File: src/rtl/bcd_pkg.sv
// Shared types, 7-segment code constants and helpers for the N-digit BCD counter.
package bcd_pkg;

  localparam int unsigned DIGIT_W = 4;
  localparam int unsigned SEG_W   = 8;

  typedef logic [DIGIT_W-1:0] bcd_digit_t;

  // Active-high segment codes, bit order g..a
  localparam logic [6:0] SEG_CODE_0 = 7'h3F;
  localparam logic [6:0] SEG_CODE_1 = 7'h06;
  localparam logic [6:0] SEG_CODE_2 = 7'h5B;
  localparam logic [6:0] SEG_CODE_3 = 7'h4F;
  localparam logic [6:0] SEG_CODE_4 = 7'h66;
  localparam logic [6:0] SEG_CODE_5 = 7'h6D;
  localparam logic [6:0] SEG_CODE_6 = 7'h7D;
  localparam logic [6:0] SEG_CODE_7 = 7'h07;
  localparam logic [6:0] SEG_CODE_8 = 7'h7F;
  localparam logic [6:0] SEG_CODE_9 = 7'h6F;

  // Active-high blank digit including dp (everything unlit)
  localparam logic [SEG_W-1:0] SEG_BLANK = 8'h00;

  // Decode one BCD digit to active-high g..a; non-BCD codes show nothing
  function automatic logic [6:0] seg_decode(input bcd_digit_t d);
    logic [6:0] code;
    code = 7'h00;
    case (d)
      4'd0: code = SEG_CODE_0;
      4'd1: code = SEG_CODE_1;
      4'd2: code = SEG_CODE_2;
      4'd3: code = SEG_CODE_3;
      4'd4: code = SEG_CODE_4;
      4'd5: code = SEG_CODE_5;
      4'd6: code = SEG_CODE_6;
      4'd7: code = SEG_CODE_7;
      4'd8: code = SEG_CODE_8;
      4'd9: code = SEG_CODE_9;
      default: code = 7'h00;
    endcase
    return code;
  endfunction

  // Saturate a loaded nibble to a legal BCD digit
  function automatic bcd_digit_t bcd_clamp(input bcd_digit_t d);
    return (d > 4'd9) ? 4'd9 : d;
  endfunction

endpackage

File: src/rtl/bcd_digit.sv
// One BCD digit: clear, clamped load, up/down step with carry/borrow out.
module bcd_digit
  import bcd_pkg::*;
(
  input  logic       clk,
  input  logic       rst,
  input  logic       clr_i,
  input  logic       load_i,
  input  bcd_digit_t load_val_i,
  input  logic       up_dn_i,
  input  logic       step_i,
  output bcd_digit_t q_o,
  output bcd_digit_t d_c,
  output logic       carry_c
);

  bcd_digit_t q_q;
  bcd_digit_t q_d;

  // Next digit value: clear beats load beats step; carry only on a real rollover
  always_comb begin
    q_d     = q_q;
    carry_c = 1'b0;
    if (clr_i) begin
      q_d = '0;
    end else if (load_i) begin
      q_d = bcd_clamp(load_val_i);
    end else if (step_i) begin
      if (up_dn_i) begin
        if (q_q >= 4'd9) begin
          q_d     = 4'd0;
          carry_c = 1'b1;
        end else begin
          q_d = q_q + 4'd1;
        end
      end else begin
        if (q_q == 4'd0) begin
          q_d     = 4'd9;
          carry_c = 1'b1;
        end else begin
          q_d = q_q - 4'd1;
        end
      end
    end
  end

  // Digit register
  always_ff @(posedge clk or negedge rst) begin
    if (!rst) begin
      q_q <= '0;
    end else begin
      q_q <= q_d;
    end
  end

  assign q_o = q_q;
  assign d_c = q_d;

endmodule

File: src/rtl/bcd_counter_ndig.sv
// N-digit up/down BCD counter with prescaler and registered 7-segment outputs.
// Optional macro BCD_LZ_BLANK_EN blanks leading-zero digits (digit 0 never blanked).
module bcd_counter_ndig
  import bcd_pkg::*;
#(
  parameter int unsigned NUM_DIGITS     = 3,
  parameter int unsigned CLK_DIV        = 50000000,
  parameter bit          SEG_ACTIVE_LOW = 1'b1
) (
  input  logic                      clk,
  input  logic                      rst,
  input  logic                      en,
  input  logic                      up_dn,
  input  logic                      load,
  input  logic [4*NUM_DIGITS-1:0]   load_val,
  input  logic                      clr,
  output logic [4*NUM_DIGITS-1:0]   bcd,
  output logic [8*NUM_DIGITS-1:0]   seg,
  output logic                      tick,
  output logic                      wrap
);

  localparam int unsigned CNT_W = (CLK_DIV > 1) ? $clog2(CLK_DIV) : 1;
  localparam logic [CNT_W-1:0] CNT_LAST = CNT_W'(CLK_DIV - 1);

  // Reset/idle display value: "0" everywhere, or blank above digit 0 when blanking
  function automatic logic [8*NUM_DIGITS-1:0] seg_reset_val();
    logic [8*NUM_DIGITS-1:0] v;
    logic [SEG_W-1:0]        b;
    v = '0;
    for (int i = 0; i < int'(NUM_DIGITS); i++) begin
      b = {1'b0, SEG_CODE_0};
`ifdef BCD_LZ_BLANK_EN
      if (i != 0) b = SEG_BLANK;
`endif
      v[8*i +: 8] = SEG_ACTIVE_LOW ? ~b : b;
    end
    return v;
  endfunction

  localparam logic [8*NUM_DIGITS-1:0] SEG_RST = seg_reset_val();

  logic [CNT_W-1:0]        cnt_q;
  logic [CNT_W-1:0]        cnt_d;
  logic                    tick_en_c;
  logic [NUM_DIGITS:0]     step_c;
  bcd_digit_t              digit_d [NUM_DIGITS];
  logic [8*NUM_DIGITS-1:0] seg_d;
  logic [SEG_W-1:0]        seg_byte;
  logic                    lead_zero;
  logic                    tick_q;
  logic                    wrap_q;
  logic [8*NUM_DIGITS-1:0] seg_q;

  // Prescaler: free-runs 0..CLK_DIV-1 while enabled, cleared by clr
  always_comb begin
    cnt_d     = cnt_q;
    tick_en_c = en && (cnt_q == CNT_LAST);
    if (clr) begin
      cnt_d = '0;
    end else if (en) begin
      cnt_d = tick_en_c ? '0 : cnt_q + CNT_W'(1);
    end
  end

  // A count step only happens when neither clr nor load owns the cycle
  assign step_c[0] = tick_en_c && !clr && !load;

  for (genvar g = 0; g < NUM_DIGITS; g++) begin : g_digit
    bcd_digit u_digit (
      .clk        (clk),
      .rst        (rst),
      .clr_i      (clr),
      .load_i     (load),
      .load_val_i (load_val[4*g +: 4]),
      .up_dn_i    (up_dn),
      .step_i     (step_c[g]),
      .q_o        (bcd[4*g +: 4]),
      .d_c        (digit_d[g]),
      .carry_c    (step_c[g+1])
    );
  end

  // Segment codes from the next-state digits so seg and bcd move together
  always_comb begin
    seg_d     = '0;
    seg_byte  = '0;
    lead_zero = 1'b1;
    for (int i = int'(NUM_DIGITS) - 1; i >= 0; i--) begin
      seg_byte  = {1'b0, seg_decode(digit_d[i])};
      lead_zero = lead_zero && (digit_d[i] == 4'd0);
`ifdef BCD_LZ_BLANK_EN
      if (lead_zero && (i != 0)) seg_byte = SEG_BLANK;
`endif
      seg_d[8*i +: 8] = SEG_ACTIVE_LOW ? ~seg_byte : seg_byte;
    end
  end

  // Prescaler, strobes and display registers
  always_ff @(posedge clk or negedge rst) begin
    if (!rst) begin
      cnt_q  <= '0;
      tick_q <= 1'b0;
      wrap_q <= 1'b0;
      seg_q  <= SEG_RST;
    end else begin
      cnt_q  <= cnt_d;
      tick_q <= tick_en_c && !clr;
      wrap_q <= step_c[NUM_DIGITS];
      seg_q  <= seg_d;
    end
  end

  assign tick = tick_q;
  assign wrap = wrap_q;
  assign seg  = seg_q;

endmodule
File: config.mk
export PLATFORM = sky130hd
export DESIGN_NAME = bcd_counter_ndig
export DESIGN_NICKNAME = d
export VERILOG_FILES = /design/src/rtl/bcd_pkg.sv /design/src/rtl/bcd_digit.sv /design/src/rtl/bcd_counter_ndig.sv
export SDC_FILE = /design/constraint.sdc
export NUM_CORES = 1
export LEC_CHECK = 0
export BUFFER_PORTS_ARGS = -buffer_cell sky130_fd_sc_hd__clkbuf_2
export CORE_ASPECT_RATIO = 1.75
export CORE_MARGIN = 8
export CORE_UTILIZATION = 58
export CTS_CLUSTER_SIZE = 40
export DETAILED_ROUTE_END_ITERATION = 10
export PLACE_DENSITY = 0.8
export SLEW_MARGIN = 5
export SYNTH_ARGS = -nofsm -noshare
export SYNTH_HDL_FRONTEND = slang
export SYNTH_SLANG_ARGS = --single-unit
File: constraint.sdc
create_clock -name clk -period 3.3 [get_ports clk]
set_input_delay 0.165 -clock clk [delete_from_list [all_inputs] [get_ports clk]]
set_output_delay 0.165 -clock clk [all_outputs]
set_load 0.005 [all_outputs]
==> impl_results.md <==
- Nets@finish: 511
- Dpl cells: 538
- CP startpoint: g_digit[0].u_digit.q_o[1]
- Clock slew at reported path FFs: 0.05 ns
- # rows: 39
- Ant diodes: 0
- Largest net degree at the start of global routing: 27
- Cells after Synth: 415
- Switching part of the total power: 0.256
- Worst Clk Skew: 0.00516 ns
- Iteration count of the initial detailed-routing pass: 5
- Critical Path Start Type: flip-flop
- Status: finished clean
- Flops & latches, synth: 61
- Fill count: 541
- Total gr overflow: 0
- RR Startpoint: g_digit[0].u_digit.q_o[1]
- Hold path cells: 3
- Setup TNS: 0 ns
- Worst Path Arrival: 3.31 ns
- Initial antenna violation count: 0
- GRT Util Overall: 0.194
- Sink Count: 61
- Fin cells: 555
- Final Util: 0.696
- Layout cells sized above 1: 0.224
- Max_cap viols: 0
- Final Hold Viols: 0
- Part of the power in combinational logic: 0.142
- DRT iter0 DRCs: 284
- Final Critical Period: 3.11 ns
- Post-synth EDFFs: 0
- RR Endpoint: seg[11]
- Hold Path Origin: load_val[9]
- Routed WL: 9.20 mm
- DP Wirelength: 6.88 mm
- Net Sw Power: 513 uW
- TritonCTS clock tree: built
- # setup viols final: 0
- Leak Pwr: 2.15 nW
- Reg2reg setup slack: 0.19 ns
- Post-synthesis simple-gate area fraction: 0.212
- DRC viols: 0
- Post-synthesis compound-gate area fraction: 0.159
- IO Pins: 56
- Max-slew violations: 0
- Top FF cell, synth: dfrtp_1
- Vias in the first global route: 3468
- Most area-hungry cell type in the Yosys netlist: dfrtp_1
- Via count: 3295
- CP Capture Type: flip-flop
- Clock buffer depth: 2
- Fmax: 0.321 GHz
- Area Growth Syn to Fin: 16.5%
- Die extent in y: 125 um
- Cell Int Power: 1.50 mW
- WHS Endpoint: g_digit[2].u_digit.q_o[1]
- Distinct cell type count after synthesis: 74
- Main combinational cell family by area after synthesis: simple AND/OR/NAND/NOR gates
- Xor-xnor portion of the synthesized cell area: 0.0493
- Worst R2R Path Depth: 11
- Die X: 78.0 um
- PD cells: 441 mW/mm2
- H-tree depth: 3
- Post-synth ARST share: 1.00
- Synth top area cells: dfrtp_1 37%, ha_1 8.0%, mux2i_1 3.6%
- Flop pwr share: 0.406
- Multiplexer share of the synthesized area: 0.0455
- Synth top area share: 0.372
- Number of nets still failing antenna checks after routing: 0
- Syn. warnings: 0
- Crit path kind: flip-flop to flip-flop
- Post-CTS Setup Bufs: 0
- RSZ-0062 raised after global routing: false
- Min-delay worst type: input pin to flip-flop
- VDD IR max: 409 uV
- Power share of the clock group: 0.452
- Place WS: 0.209 ns
- Register area share after synthesis: 0.392
- Initial core utilization: 0.597
- Via/cell ratio: 5.94
- Synth Area in Adders: 0.0801
- Clk_lat worst skew: 0.33 ns
- Total CTS buffers: 9
- Final RePlAce weighted congestion: 0.901
- Final Cycle Share: 0.943
- Netlist Area Pre-Place: 0.00391 mm2
- Core area: 0.00654 mm2
- Die area: 0.00972 mm2
- Critical Path Fanout Max: 8
- WL/cell: 16.6 um
- Final WS setup: 0.187 ns
- Clock root cell: clkbuf_16
- Worst endpoint required time: 3.49 ns
- Syn_area_per_cell: 9.41 um2
- First-pass GRT wire length: 15.4 mm
- Number of buffers added on ports: 52
## registers in the layout (all words and copies together) (netlist names)
signal,flops
cnt_q,26
g_digit.u_digit.q_o,12
seg,21
tick,1
wrap,1
## metal layers
layer | part of all wire | vias to the layer above | GRT usage
met5 | 0 | - | 0
met4 | 0.028 | 0 | 0.0955
met3 | 0.057 | 23 | 0.0585
met2 | 0.55 | 100 | 0.356
met1 | 0.36 | 1598 | 0.186
li1 | - | 1574 | -
## what timing repair did
item                                   4_1_cts  5_1_grt
endpoints found under the hold margin       17        0
gates resized for setup                      0        3
setup endpoints to repair                    0        9
hold buffers                                 1        0
## cells in the mapped netlist (4+ instances only)
cell type	n
dfrtp_1	58
nor2_1	35
inv_1	30
ha_1	25
nand2_1	24
a21oi_1	18
o21ai_0	18
nand3_1	17
xor2_1	15
mux2i_1	14
clkbuf_1	13
nor3_1	13
nand2b_1	11
a31oi_1	8
nand4_1	8
xnor2_1	7
a211oi_1	4
a22oi_1	4
and3_1	4
buf_4	4
nor3b_1	4
o21a_1	4
## cell usage in the layout (no fill, tap or decap), types with 9 or more instances in the layout
cell	n
nand2b_1	11
o21ai_0	18
dfrtp_1	58
clkbuf_16	9
nor2_1	35
inv_1	30
nand3_1	17
clkbuf_2	52
xor2_1	15
mux2i_1	14
nand2_1	24
a21oi_1	18
ha_1	25
buf_4	9
nor3_1	13
## cell families (layout without fill, tap and decap cells)
logic type,count (synthesis),in the layout
simple gates,146,146
compound gates,89,89
flops,61,61
buf+inv,55,111
fa+ha+maj,25,25
xor+xnor,22,22
mux,16,16
other cells,1,3
## power groups by stage
stage / sequential, mW / combinational (mW) / clock (mW)
floorplan: 0.825 / 0.177 / 0
global placement: 0.826 / 0.279 / 0
detailed placement: 0.827 / 0.284 / 0
CTS: 0.815 / 0.287 / 0.917
global route: 0.819 / 0.317 / 0.954
finish: 0.816 / 0.286 / 0.908
## critical path, cell delays in order, from the launching register on
cell	delay, ns
dfrtp_1	0.43
inv_1	0.12
ha_1	0.30
nor4b_4	0.30
a31oi_4	0.08
or4_4	0.60
mux2_4	0.32
a21o_1	0.24
inv_1	0.11
ha_1	0.25
mux2i_1	0.15
a21oi_1	0.08
## how the worst max path moves through the flow
stage	endpoint	slack, ns	depth (start not counted)
finish	seg[11]	0.19	11
global route	seg[19]	0.02	10
CTS	seg[11]	0.20	11
detailed placement	seg[11]	0.21	11
global placement	seg[11]	0.31	11
floorplan	seg[11]	0.31	12
## layout make-up
class / count / area (um2) / area share
clock inverter: 3 / 17.5 / 0.00385
inverter: 33 / 124 / 0.0272
timing repair buffer: 62 / 338 / 0.0742
clock buffer: 13 / 280 / 0.0616
multi-input combinational: 301 / 2160 / 0.474
sequential: 61 / 1530 / 0.336
tap: 82 / 103 / 0.0225
## through the flow
stage	area [um2]	hold WS, ns	power [mW]
global route	4550	0.133	2.09
floorplan	3910	-0.131	1.00
global placement	4230	0.134	1.10
CTS	4540	0.103	2.02
detailed placement	4230	0.141	1.11
finish	4550	0.104	2.01
Note: power is estimated with default switching activity, not from simulation.
